$ cat src/rtl/uart_rx_if.sv
// Read side of the UART receiver: FIFO head, handshake, status and event
// pulses shared between the receiver and the UART register block.
interface uart_rx_if;
  logic [7:0] rxdata;
  logic       rxdata_valid;
  logic       rxdata_ready;
  logic       rxfifo_full;
  logic       rxfifo_empty;
  logic       parity_err;
  logic       frame_err;
  logic       overrun;

  modport master (
    output rxdata, rxdata_valid, rxfifo_full, rxfifo_empty,
    output parity_err, frame_err, overrun,
    input  rxdata_ready
  );

  modport slave (
    input  rxdata, rxdata_valid, rxfifo_full, rxfifo_empty,
    input  parity_err, frame_err, overrun,
    output rxdata_ready
  );
endinterface

$ cat src/rtl/uart_rx.sv
// UART receive path: 2-FF synchronizer, oversampled frame recovery
// (start, 8 data bits LSB first, optional even parity, stop), a show-ahead
// RX FIFO, registered RTS flow control and one-cycle event pulses.
module uart_rx #(
  parameter int unsigned OVERSAMPLE = 16,
  parameter int unsigned FIFO_DEPTH = 8,
  parameter int unsigned RTS_LEVEL  = 6
) (
  input  logic      clk,
  input  logic      rst,
  input  logic      tick,
  input  logic      rx,
  input  logic      parity_en,
  input  logic      flush,
  output logic      rx_rts_n,
  uart_rx_if.master bus
);

  localparam int unsigned CNT_W  = $clog2(OVERSAMPLE);
  localparam int unsigned PTR_W  = $clog2(FIFO_DEPTH);
  localparam int unsigned FCNT_W = PTR_W + 1;

  localparam logic [CNT_W-1:0]  MID_START = CNT_W'(OVERSAMPLE / 2 - 1);
  localparam logic [CNT_W-1:0]  MID_BIT   = CNT_W'(OVERSAMPLE - 1);
  localparam logic [FCNT_W-1:0] FULL_CNT  = FCNT_W'(FIFO_DEPTH);
  localparam logic [FCNT_W-1:0] RTS_CNT   = FCNT_W'(RTS_LEVEL);

  typedef enum logic [2:0] {
    S_IDLE      = 3'd0,
    S_START     = 3'd1,
    S_DATA      = 3'd2,
    S_PARITY    = 3'd3,
    S_STOP      = 3'd4,
    S_WAIT_IDLE = 3'd5
  } state_t;

  // Even parity: the transmitted parity bit equals the XOR of the data bits.
  function automatic logic parity8(input logic [7:0] d);
    return ^d;
  endfunction

  logic             sync1_q, rxs_q;
  state_t           state_q, state_d;
  logic [CNT_W-1:0] cnt_q, cnt_d;
  logic [2:0]       bitcnt_q, bitcnt_d;
  logic [7:0]       shreg_q, shreg_d;
  logic             par_bad_q, par_bad_d;
  logic             push_s, frame_err_s, parity_hit_s;

  logic [7:0]        mem_q [FIFO_DEPTH];
  logic [PTR_W-1:0]  wr_ptr_q, rd_ptr_q;
  logic [FCNT_W-1:0] count_q;
  logic              pop_s, full_s, wr_en_s, overrun_s;

  logic              parity_err_q, frame_err_q, overrun_q, rts_n_q;

  // Bring the asynchronous line into the clock domain; idle level is high.
  always_ff @(posedge clk) begin
    if (rst) begin
      sync1_q <= 1'b1;
      rxs_q   <= 1'b1;
    end else begin
      sync1_q <= rx;
      rxs_q   <= sync1_q;
    end
  end

  // Frame FSM state and datapath registers.
  always_ff @(posedge clk) begin
    if (rst) begin
      state_q   <= S_IDLE;
      cnt_q     <= '0;
      bitcnt_q  <= 3'd0;
      shreg_q   <= 8'h00;
      par_bad_q <= 1'b0;
    end else begin
      state_q   <= state_d;
      cnt_q     <= cnt_d;
      bitcnt_q  <= bitcnt_d;
      shreg_q   <= shreg_d;
      par_bad_q <= par_bad_d;
    end
  end

  // Next state, bit sampling at mid-bit ticks, and push / error decisions.
  always_comb begin
    state_d      = state_q;
    cnt_d        = cnt_q;
    bitcnt_d     = bitcnt_q;
    shreg_d      = shreg_q;
    par_bad_d    = par_bad_q;
    push_s       = 1'b0;
    frame_err_s  = 1'b0;
    parity_hit_s = 1'b0;
    case (state_q)
      S_IDLE: begin
        if (!rxs_q) begin
          cnt_d   = '0;
          state_d = S_START;
        end else begin
          state_d = S_IDLE;
        end
      end
      S_START: begin
        if (tick) begin
          if (cnt_q == MID_START) begin
            if (rxs_q) begin
              state_d = S_IDLE;
            end else begin
              cnt_d     = '0;
              bitcnt_d  = 3'd0;
              par_bad_d = 1'b0;
              state_d   = S_DATA;
            end
          end else begin
            cnt_d = cnt_q + 1'b1;
          end
        end else begin
          cnt_d = cnt_q;
        end
      end
      S_DATA: begin
        if (tick) begin
          if (cnt_q == MID_BIT) begin
            shreg_d[bitcnt_q] = rxs_q;
            cnt_d             = '0;
            bitcnt_d          = bitcnt_q + 3'd1;
            if (bitcnt_q == 3'd7) begin
              // parity_en is only looked at here, so later changes cannot
              // disturb the frame in flight.
              state_d = parity_en ? S_PARITY : S_STOP;
            end else begin
              state_d = S_DATA;
            end
          end else begin
            cnt_d = cnt_q + 1'b1;
          end
        end else begin
          cnt_d = cnt_q;
        end
      end
      S_PARITY: begin
        if (tick) begin
          if (cnt_q == MID_BIT) begin
            par_bad_d = rxs_q ^ parity8(shreg_q);
            cnt_d     = '0;
            state_d   = S_STOP;
          end else begin
            cnt_d = cnt_q + 1'b1;
          end
        end else begin
          cnt_d = cnt_q;
        end
      end
      S_STOP: begin
        if (tick) begin
          if (cnt_q == MID_BIT) begin
            cnt_d = '0;
            if (rxs_q) begin
              push_s       = 1'b1;
              parity_hit_s = par_bad_q;
              state_d      = S_IDLE;
            end else begin
              frame_err_s = 1'b1;
              state_d     = S_WAIT_IDLE;
            end
          end else begin
            cnt_d = cnt_q + 1'b1;
          end
        end else begin
          cnt_d = cnt_q;
        end
      end
      S_WAIT_IDLE: begin
        // A held-low line (break) must return high before a new start.
        if (rxs_q) begin
          state_d = S_IDLE;
        end else begin
          state_d = S_WAIT_IDLE;
        end
      end
      default: begin
        state_d = S_IDLE;
      end
    endcase
  end

  // FIFO control: a full FIFO still accepts a push when the head pops.
  always_comb begin
    full_s    = (count_q == FULL_CNT);
    pop_s     = (count_q != '0) && bus.rxdata_ready;
    wr_en_s   = push_s && (!full_s || pop_s);
    overrun_s = push_s && full_s && !pop_s;
  end

  // FIFO storage, pointers and occupancy; flush wins over push and pop.
  always_ff @(posedge clk) begin
    if (rst) begin
      wr_ptr_q <= '0;
      rd_ptr_q <= '0;
      count_q  <= '0;
      for (int i = 0; i < int'(FIFO_DEPTH); i++) begin
        mem_q[i] <= 8'h00;
      end
    end else if (flush) begin
      wr_ptr_q <= '0;
      rd_ptr_q <= '0;
      count_q  <= '0;
    end else begin
      if (wr_en_s) begin
        mem_q[wr_ptr_q] <= shreg_q;
        wr_ptr_q        <= wr_ptr_q + 1'b1;
      end
      if (pop_s) begin
        rd_ptr_q <= rd_ptr_q + 1'b1;
      end
      case ({wr_en_s, pop_s})
        2'b10:   count_q <= count_q + 1'b1;
        2'b01:   count_q <= count_q - 1'b1;
        default: count_q <= count_q;
      endcase
    end
  end

  // Event pulses and RTS, registered so they appear the cycle after the decision.
  always_ff @(posedge clk) begin
    if (rst) begin
      parity_err_q <= 1'b0;
      frame_err_q  <= 1'b0;
      overrun_q    <= 1'b0;
      rts_n_q      <= 1'b1;
    end else begin
      parity_err_q <= parity_hit_s;
      frame_err_q  <= frame_err_s;
      overrun_q    <= overrun_s;
      rts_n_q      <= (count_q >= RTS_CNT);
    end
  end

  assign rx_rts_n         = rts_n_q;
  assign bus.rxdata       = mem_q[rd_ptr_q];
  assign bus.rxdata_valid = (count_q != '0);
  assign bus.rxfifo_empty = (count_q == '0);
  assign bus.rxfifo_full  = (count_q == FULL_CNT);
  assign bus.parity_err   = parity_err_q;
  assign bus.frame_err    = frame_err_q;
  assign bus.overrun      = overrun_q;

endmodule
$ cat src/flat_wrapper.sv
// flat-port wrapper written by rule: the top's interface ports become plain ports
module uart_rx_flat 
#(
  parameter int unsigned OVERSAMPLE = 16,
  parameter int unsigned FIFO_DEPTH = 8,
  parameter int unsigned RTS_LEVEL  = 6
)
  (clk, rst, tick, rx, parity_en, flush, rx_rts_n, bus_rxdata, bus_rxdata_valid, bus_rxfifo_full, bus_rxfifo_empty, bus_parity_err, bus_frame_err, bus_overrun, bus_rxdata_ready);
  uart_rx_if bus_i ();
  input  logic clk;
  input  logic rst;
  input  logic tick;
  input  logic rx;
  input  logic parity_en;
  input  logic flush;
  output logic rx_rts_n;
  output wire logic [$bits(bus_i.rxdata)-1:0] bus_rxdata;
  output wire logic [$bits(bus_i.rxdata_valid)-1:0] bus_rxdata_valid;
  output wire logic [$bits(bus_i.rxfifo_full)-1:0] bus_rxfifo_full;
  output wire logic [$bits(bus_i.rxfifo_empty)-1:0] bus_rxfifo_empty;
  output wire logic [$bits(bus_i.parity_err)-1:0] bus_parity_err;
  output wire logic [$bits(bus_i.frame_err)-1:0] bus_frame_err;
  output wire logic [$bits(bus_i.overrun)-1:0] bus_overrun;
  input wire logic [$bits(bus_i.rxdata_ready)-1:0] bus_rxdata_ready;
  assign bus_rxdata = bus_i.rxdata;
  assign bus_rxdata_valid = bus_i.rxdata_valid;
  assign bus_rxfifo_full = bus_i.rxfifo_full;
  assign bus_rxfifo_empty = bus_i.rxfifo_empty;
  assign bus_parity_err = bus_i.parity_err;
  assign bus_frame_err = bus_i.frame_err;
  assign bus_overrun = bus_i.overrun;
  assign bus_i.rxdata_ready = bus_rxdata_ready;
  uart_rx #(.OVERSAMPLE(OVERSAMPLE), .FIFO_DEPTH(FIFO_DEPTH), .RTS_LEVEL(RTS_LEVEL)) u_core (.clk(clk), .rst(rst), .tick(tick), .rx(rx), .parity_en(parity_en), .flush(flush), .rx_rts_n(rx_rts_n), .bus(bus_i));
endmodule
$ cat config.mk
export PLATFORM = sky130hd
export DESIGN_NAME = uart_rx_flat
export DESIGN_NICKNAME = d
export VERILOG_FILES = /design/src/rtl/uart_rx_if.sv /design/src/rtl/uart_rx.sv /design/src/flat_wrapper.sv
export SDC_FILE = /design/constraint.sdc
export NUM_CORES = 1
export LEC_CHECK = 0
export CAP_MARGIN = 40
export CORE_MARGIN = 2
export CORE_UTILIZATION = 55
export CTS_CLUSTER_DIAMETER = 60
export DETAILED_ROUTE_END_ITERATION = 8
export PLACE_DENSITY_LB_ADDON = 0.05
export SKIP_LAST_GASP = 1
export SYNTH_ARGS = -nofsm -noshare
export SYNTH_HDL_FRONTEND = slang
export SYNTH_SLANG_ARGS = --single-unit
$ cat constraint.sdc
create_clock -name clk -period 4 [get_ports clk]
set_input_delay 0.6 -clock clk [delete_from_list [all_inputs] [get_ports clk]]
set_output_delay 0.6 -clock clk [all_outputs]
set_load 0.02 [all_outputs]
==> results of run 1 <==
==> synthesized netlist by cell type (2+ instances only) <==
cell type / number
inv_1: 14
buf_4: 4
a311oi_1: 2
nand2b_1: 2
a21oi_1: 11
o22ai_1: 2
and2_1: 65
nand4_1: 2
mux2i_1: 10
and4_1: 2
nand2_1: 19
a2111o_1: 2
a31oi_1: 3
ha_1: 7
mux4_2: 16
o311ai_0: 2
xnor2_1: 13
a32oi_1: 2
edfxtp_1: 64
nand3_1: 6
dfxtp_1: 38
nor2_1: 29
mux2_2: 8
or3_1: 3
nor2_4: 4
a211oi_1: 2
a21o_1: 3
xor2_1: 3
clkbuf_2: 2
nor4b_1: 4
nor4_1: 2
a22oi_1: 3
or2_2: 8
o21ai_0: 11
nor4_4: 4
buf_2: 5
clkbuf_1: 18
nand4b_1: 2
buf_1: 4
nor3_1: 4
==> metal layers <==
layer  share of wire (%)  wire [um]
met1                  46       4710
met5                   0          0
met3                 5.2        528
met2                  46       4740
met4                 2.5        256
==> per-stage QoR <==
| step | area, um2 | utilization [%] |
|---|---|---|
| floorplan | 5080 | - |
| global placement | 5330 | 58.5 |
| detailed placement | 5330 | 58.5 |
| CTS | 5510 | 60.5 |
| global route | 5510 | 60.5 |
| finish | 5510 | 60.5 |
==> flip-flops by register name, indices dropped and copies added (netlist names), 3 cells and up, named ones only <==
signal           count
u_core.mem_q        64
u_core.state_q       3
u_core.rd_ptr_q      3
u_core.count_q       4
u_core.wr_ptr_q      3
u_core.shreg_q       8
u_core.bitcnt_q      3
u_core.cnt_q         4
==> worst paths after layout <==
check	from	endpoint	slack (ps)	cells past startpoint
hold reg to reg	u_core.sync1_q$_SDFF_PP1_	u_core.rxs_q$_SDFF_PP1_	420	1
setup / recovery	flop	bus_rxdata[4]	860	3
hold / removal	u_core.sync1_q$_SDFF_PP1_	u_core.rxs_q$_SDFF_PP1_	420	1
setup reg to reg	u_core.rxs_q$_SDFF_PP1_	u_core.count_q[3]$_SDFFE_PP0P_	1130	9
==> power by group through the flow <==
| stage | Combinational, mW | Clock (mW) | Sequential, mW |
|---|---|---|---|
| 2_1_floorplan | 0.0666 | 0 | 1.18 |
| 3_3_place_gp | 0.0930 | 0 | 1.19 |
| 3_5_place_dp | 0.0949 | 0 | 1.19 |
| 4_1_cts | 0.0954 | 0.629 | 1.17 |
| 5_1_grt | 0.102 | 0.665 | 1.17 |
| 6_report | 0.0946 | 0.612 | 1.17 |
==> cells by family (layout without fill, tap and decap cells) <==
| kind of cell | after synthesis | in the layout | share of synthesized area, % |
|---|---|---|---|
| buffers and inverters | 49 | 60 | 4.23 |
| adder cells (fa/ha/maj) | 8 | 8 | 2.12 |
| AND/OR/NAND/NOR | 163 | 163 | 19.7 |
| XOR/XNOR | 16 | 16 | 2.76 |
| flip-flops | 102 | 102 | 52.8 |
| multiplexers | 35 | 35 | 11.1 |
| AO/OA/AOI/OAI | 54 | 54 | 7.39 |
==> worst register-to-register path, delay by kind of cell (launching register included) <==
family	cells	cell delay (ps)
adders and majority gates	1	300
and+or+nand+nor	2	250
buffers and inverters	1	110
muxes	1	320
DFF	1	740
AOI/OAI and AO/OA	4	1060
==> area by class of cell <==
cell class | count | area (um2) | area share, %
clock inverter | 6 | 52.6 | 0.953
sequential | 102 | 2680 | 48.7
multi-input combinational | 276 | 2180 | 39.6
tap | 111 | 139 | 2.52
timing repair buffer | 29 | 270 | 4.90
clock buffer | 10 | 128 | 2.32
inverter | 15 | 56.3 | 1.02
==> results.md, run 1 <==
- Slew Viols, Final: 0
- Pleak: between 1.5 and 2 nW
- Final setup vio count: 0
- Rel. slew slack: 45.7%
- Switching Power: between 0.4 and 0.5 mW
- Post-synth EDFFs: 64
- Post-CTS setup buffers: 0
- Sw Ratio: roughly a quarter
- Worst hold margin: slightly above 400 ps
- Seq/Total Area, Yosys: between 50% and 60%
- Grt total ovfl: 0
- Maximum vdd drop: approximately 0.16 mV
- Tmin final: ~3100 ps
- Die W: approximately 100 um
- M2 GR Usage: about a third
- Syn-to-layout area delta: 8.47%
- H-tree levels: 3
- Req. time, crit path: between 3000 and 4000 ps
- Rows: 35
- Crit start category: flop
- DP Worst Slack: 493 ps
- Outcome: finished clean
- CTS tree: built
- CTS Buf Count: 9
- Leading cell type in the layout, fill and taps excluded: and2_1
- Final #Nets: between 400 and 500
- CP bufs+invs: 1
- WL/cell: 18.6 um
- Syn_nets: around 440
- IO Pins: 22
- Netlist cell types: 62
- Vias in the first global route: a little over 3000
- First-pass GRT wire length: 16700 um
- Final critical-path share of the clock period: about four fifths
- Crit-path max cell delay: ~860 ps
- Final worst slack: ~860 ps
- Pwr Total: around 1.9 mW
- # diodes: 0
- Detailed Place HPWL: 7130 um
- Power Density: ~340 nW/um2
- RSZ-0062 raised after global routing: no
- Setup Skew: 17.7 ps
- Final wirelength: 10200 um
- Die Y: roughly 100 um
- Number of port buffers: 21
- CP arrival: between 2000 and 3000 ps
- Synth Area per Inst: between 10 and 15 um2
- Cell Area, Synth: a little over 5000 um2
- Starting DRC count in detailed routing: 130
- Critical Path Fanout Max: 16
- Gr usage total: 22.1%
- Syn Inst Count: 427
- Fillers: 755
- Sequential group share of total power: about 62%
- Core box area: approximately 9000 um2
- Final ANT Viol Nets: 0
- DR pass1 iterations: 4
- CTS clk-pin slew, worst paths: 100 ps
- Final hold violation count: 0
- Register bit total from synthesis: between 100 and 150
- Int Power: ~1.4 mW
- Initial antenna violation count: 0
- Clock power share: around a third
- M3 GR Usage: around 2.7%
- Combinational share of power: about 5.1%
- Crit path max-delay family: flip-flops
- Top cell type by total area after synthesis: edfxtp_1
- Post_cts resized: 0
- Crit-path cells: mux4_2, mux2_2, clkdlybuf4s50_1
- Placed insts: ~530
- Residual DRC: 0
- Via count: about 3100
- Largest net degree at the start of global routing: 28
- Share of layout cells above drive strength 1: 15.5%
- WS Path Type: flop to output port
- Synth area leaders: edfxtp_1 38%, dfxtp_1 15%, and2_1 8.0%
- Worst Hold Class: flop to flop
- Most Crowded Layer GR: met2
- Slowest library cell on the worst path: dfxtp_1
- Latest clock arrival within the worst-skew pair: 370 ps
- Met1 Track Usage GR: around a third
- Synth async-reset ratio: 0%
- Final cell count without fillers: 549
- RePlAce Congestion: slightly below 0.9
- Slew @ Worst Pin: a little over 800 ps
- Hold-fix buffers, CTS: 0
- Die area: about 10000 um2
- Drt via density: roughly 5.7
- Number of synthesis warnings: 0
- Sinks on Clock Net: 102
- Most frequent cells in the layout: 65 x and2_1, 64 x edfxtp_1, 38 x dfxtp_1
- Clock root buffer: clkbuf_8
- Max-cap violations: 0
- Bufs on Longest Clock Path: 2
- Crit end category: output port
- TNS Setup: 0 ps
- Top cell type's share of synthesized area: about 38%
- Highest Clock Rate: about 320 MHz
- Predominant post-synthesis flop cell: edfxtp_1
- Starting Density: a little under three fifths
No activity file was read; power rests on OpenSTA's default activity.
==> run 2, diff against run 1 <==
==> constraint.sdc (replaced) <==
create_clock -name clk -period 3.1 [get_ports clk]
set_input_delay 0.465 -clock clk [delete_from_list [all_inputs] [get_ports clk]]
set_output_delay 0.465 -clock clk [all_outputs]
set_load 0.02 [all_outputs]
==> run 2 against run 1 <==
Effect of this change: worst hold slack better by 11 ps; first-iteration DRC count is 3.1% higher; final area is 2.3% higher; core utilization is 1.4 points higher; clock-buffer cell count is 2 higher; sequential share of layout area is 1.1 points lower; setup slack worse by 630 ps; global-route usage is 0.96 points lower; routed wire length is 1.5% lower; cell count is 2.6% higher; critical path depth is 1 higher; via count is 2.9% higher.
==> results.md, run 2 (synthesis gave the netlist of run 1 again) <==
- Outcome: finished clean (unchanged)
- Die W: 100 um (unchanged)
- RR Endpoint: u_core.count_q[3]$_SDFFE_PP0P_ (unchanged)
- Final ANT Viol Nets: 0 (unchanged)
- Number of port buffers: 21 (unchanged)
- Post_cts resized: 0 (unchanged)
- Fillers: 761 (was 755)
- Via count: 3234 (was 3143)
- R2R Setup Slk: 450 ps (was 1130 ps)
- DP Worst Slack: 227 ps (was 493 ps)
- Detailed Place HPWL: 6870 um (was 7130 um)
- H-tree levels: 3 (unchanged)
- Bufs on Longest Clock Path: 2 (unchanged)
- Post-layout util: 61.9% (was 60.5%)
- Gr usage total: 21.2% (was 22.1%)
- Max-cap violations: 0 (unchanged)
- Crit-path cells: buf_4, mux4_2, mux2_2, clkdlybuf4s50_1 (was mux4_2, mux2_2, clkdlybuf4s50_1)
- Final worst slack: 232 ps (was 861 ps)
- RSZ-0062 raised after global routing: no (unchanged)
- Rows: 35 (unchanged)
- Hold Path End: u_core.rxs_q$_SDFF_PP1_ (unchanged)
- Highest Clock Rate: 349 MHz
- Worst hold margin: 426 ps (was 415 ps)
- CTS clk-pin slew, worst paths: 100 ps (about the same)
- Pwr Total: 2.47 mW (was 1.87 mW)
- TNS Setup: 0 ps (unchanged)
- Latest clock arrival within the worst-skew pair: 360 ps (was 370 ps)
- Setup Skew: 14.5 ps (was 17.7 ps)
- Slew @ Worst Pin: 592 ps (was 813 ps)
- Die area: 10000 um2 (unchanged)
- Tmin final: 2870 ps
- IO Pins: 22 (unchanged)
- RePlAce Congestion: 0.828 (was 0.867)
- Reg2reg start: u_core.cnt_q[0]$_SDFFE_PP0P_ (was u_core.rxs_q$_SDFF_PP1_)
- Post-CTS setup buffers: 0 (unchanged)
- Initial antenna violation count: 0 (unchanged)
- R2R cell count: 10 (was 9)
- CP arrival: 2400 ps (was 2540 ps)
- Leading cell type in the layout, fill and taps excluded: and2_1 (unchanged)
- Req. time, crit path: 2630 ps (was 3400 ps)
- Worst Hold Class: flop to flop (unchanged)
- Storage cell area: 2680 um2 (unchanged)
- WS Path Type: flop to output port (unchanged)
- Hold Path Depth: 1 (unchanged)
- Drt via density: 5.74 (was 5.72)
- Largest net degree at the start of global routing: 28 (unchanged)
- Clock root buffer: clkbuf_8 (unchanged)
- # diodes: 0 (unchanged)
- WL/cell: 17.9 um (was 18.6 um)
- Hold-fix buffers, CTS: 0 (unchanged)
- Core box area: 9110 um2 (unchanged)
- Residual DRC: 0 (unchanged)
- Starting Density: 55.8% (unchanged)
- Final hold violation count: 0 (unchanged)
- Pleak: 1.94 nW (was 1.86 nW)
- Top Registers: u_core.mem_q: 64 flops, u_core.shreg_q: 8 flops (unchanged)
- Final setup vio count: 0 (unchanged)
- CP bufs+invs: 2 (was 1)
- Final wirelength: 10100 um (was 10200 um)
- Critical Path Fanout Max: 16 (unchanged)
- Starting DRC count in detailed routing: 134 (was 130)
- Syn-to-layout area delta: 11.0% (was 8.47%)
- Maximum vdd drop: 0.213 mV (was 0.162 mV)
- Area occupied by multi-input gates: 2180 um2 (unchanged)
- Vias in the first global route: 3073 (was 3072)
- Final critical-path share of the clock period: 92.5%
- Final #Nets: 462 (was 448)
- Grt total ovfl: 0 (unchanged)
- Slew Viols, Final: 0 (unchanged)
- Crit-path max cell delay: 590 ps (was 860 ps)
- Crit end category: output port (unchanged)
- Most frequent cells in the layout: 65 x and2_1, 64 x edfxtp_1, 38 x dfxtp_1 (unchanged)
- Worst min-delay path startpoint: u_core.sync1_q$_SDFF_PP1_ (unchanged)
- Largest Register: u_core.mem_q (unchanged)
- DR pass1 iterations: 4 (unchanged)
- Crit path max-delay family: multiplexers (was flip-flops)
- First-pass GRT wire length: 16100 um (was 16700 um)
- Max reg flops: 64 (unchanged)
- Share of layout cells above drive strength 1: 17.9% (was 15.5%)
- Slowest library cell on the worst path: mux4_2 (was dfxtp_1)
- Rel. slew slack: 60.0% (was 45.7%)
- Power Density: 438 nW/um2 (was 340 nW/um2)
- CTS tree: built (unchanged)
- Sinks on Clock Net: 102 (unchanged)
- CTS Buf Count: 9 (unchanged)
- Crit start category: flop (unchanged)
- Die Y: 100 um (unchanged)
run 2: cell types whose count changed in the layout (fill, tap and decap cells not counted), sizes merged:
cell    before  now
inv         19   16
buf          8   22
clkinv       2    3
clkbuf      10   12
run 2: routing by layer:
metal / routed length (um) / track usage (%) / vias up
met4: 146 / 8.22 / 0
met3: 343 / 2.86 / 13
met2: 4940 / 34.7 / 71
met1: 4640 / 28.9 / 1580
met5: 0 / 0 / -
li1: - / - / 1570
run 2: layout make-up:
class | instances | area share (%)
well taps | 111 | 2.46
flip-flops and latches | 102 | 47.5
multi-input cells | 276 | 38.7
clock inverters | 4 | 0.466
inverters | 15 | 0.998
repair buffers | 43 | 6.65
clock buffers | 12 | 3.15
run 2: how the worst max path moves through the flow:
stage,start,to,slack (ps),cells past startpoint
after global placement,tick,u_core.mem_q[7][3]$_SDFFCE_PN0P_,270,7
after floorplan,u_core.cnt_q[1]$_SDFFE_PP0P_,u_core.mem_q[3][0]$_SDFFCE_PN0P_,400,6
after CTS,flop,bus_rxdata[5],180,4
after detailed placement,tick,u_core.count_q[3]$_SDFFE_PP0P_,230,10
after global routing,flop,bus_rxdata[3],110,4
final,flop,bus_rxdata[5],230,4
run 2: stage by stage:
step,std cells,instance area [um2]
2_1_floorplan,427,5080
3_3_place_gp,547,5440
3_5_place_dp,547,5440
4_1_cts,563,5640
5_1_grt,563,5640
6_report,563,5640
run 2: power breakdown:
part | leakage, nW | switching [mW] | internal, mW
Clock | 0.105 | 0.450 | 0.391
Sequential | 0.914 | 0.0153 | 1.48
Combinational | 0.922 | 0.0720 | 0.0591
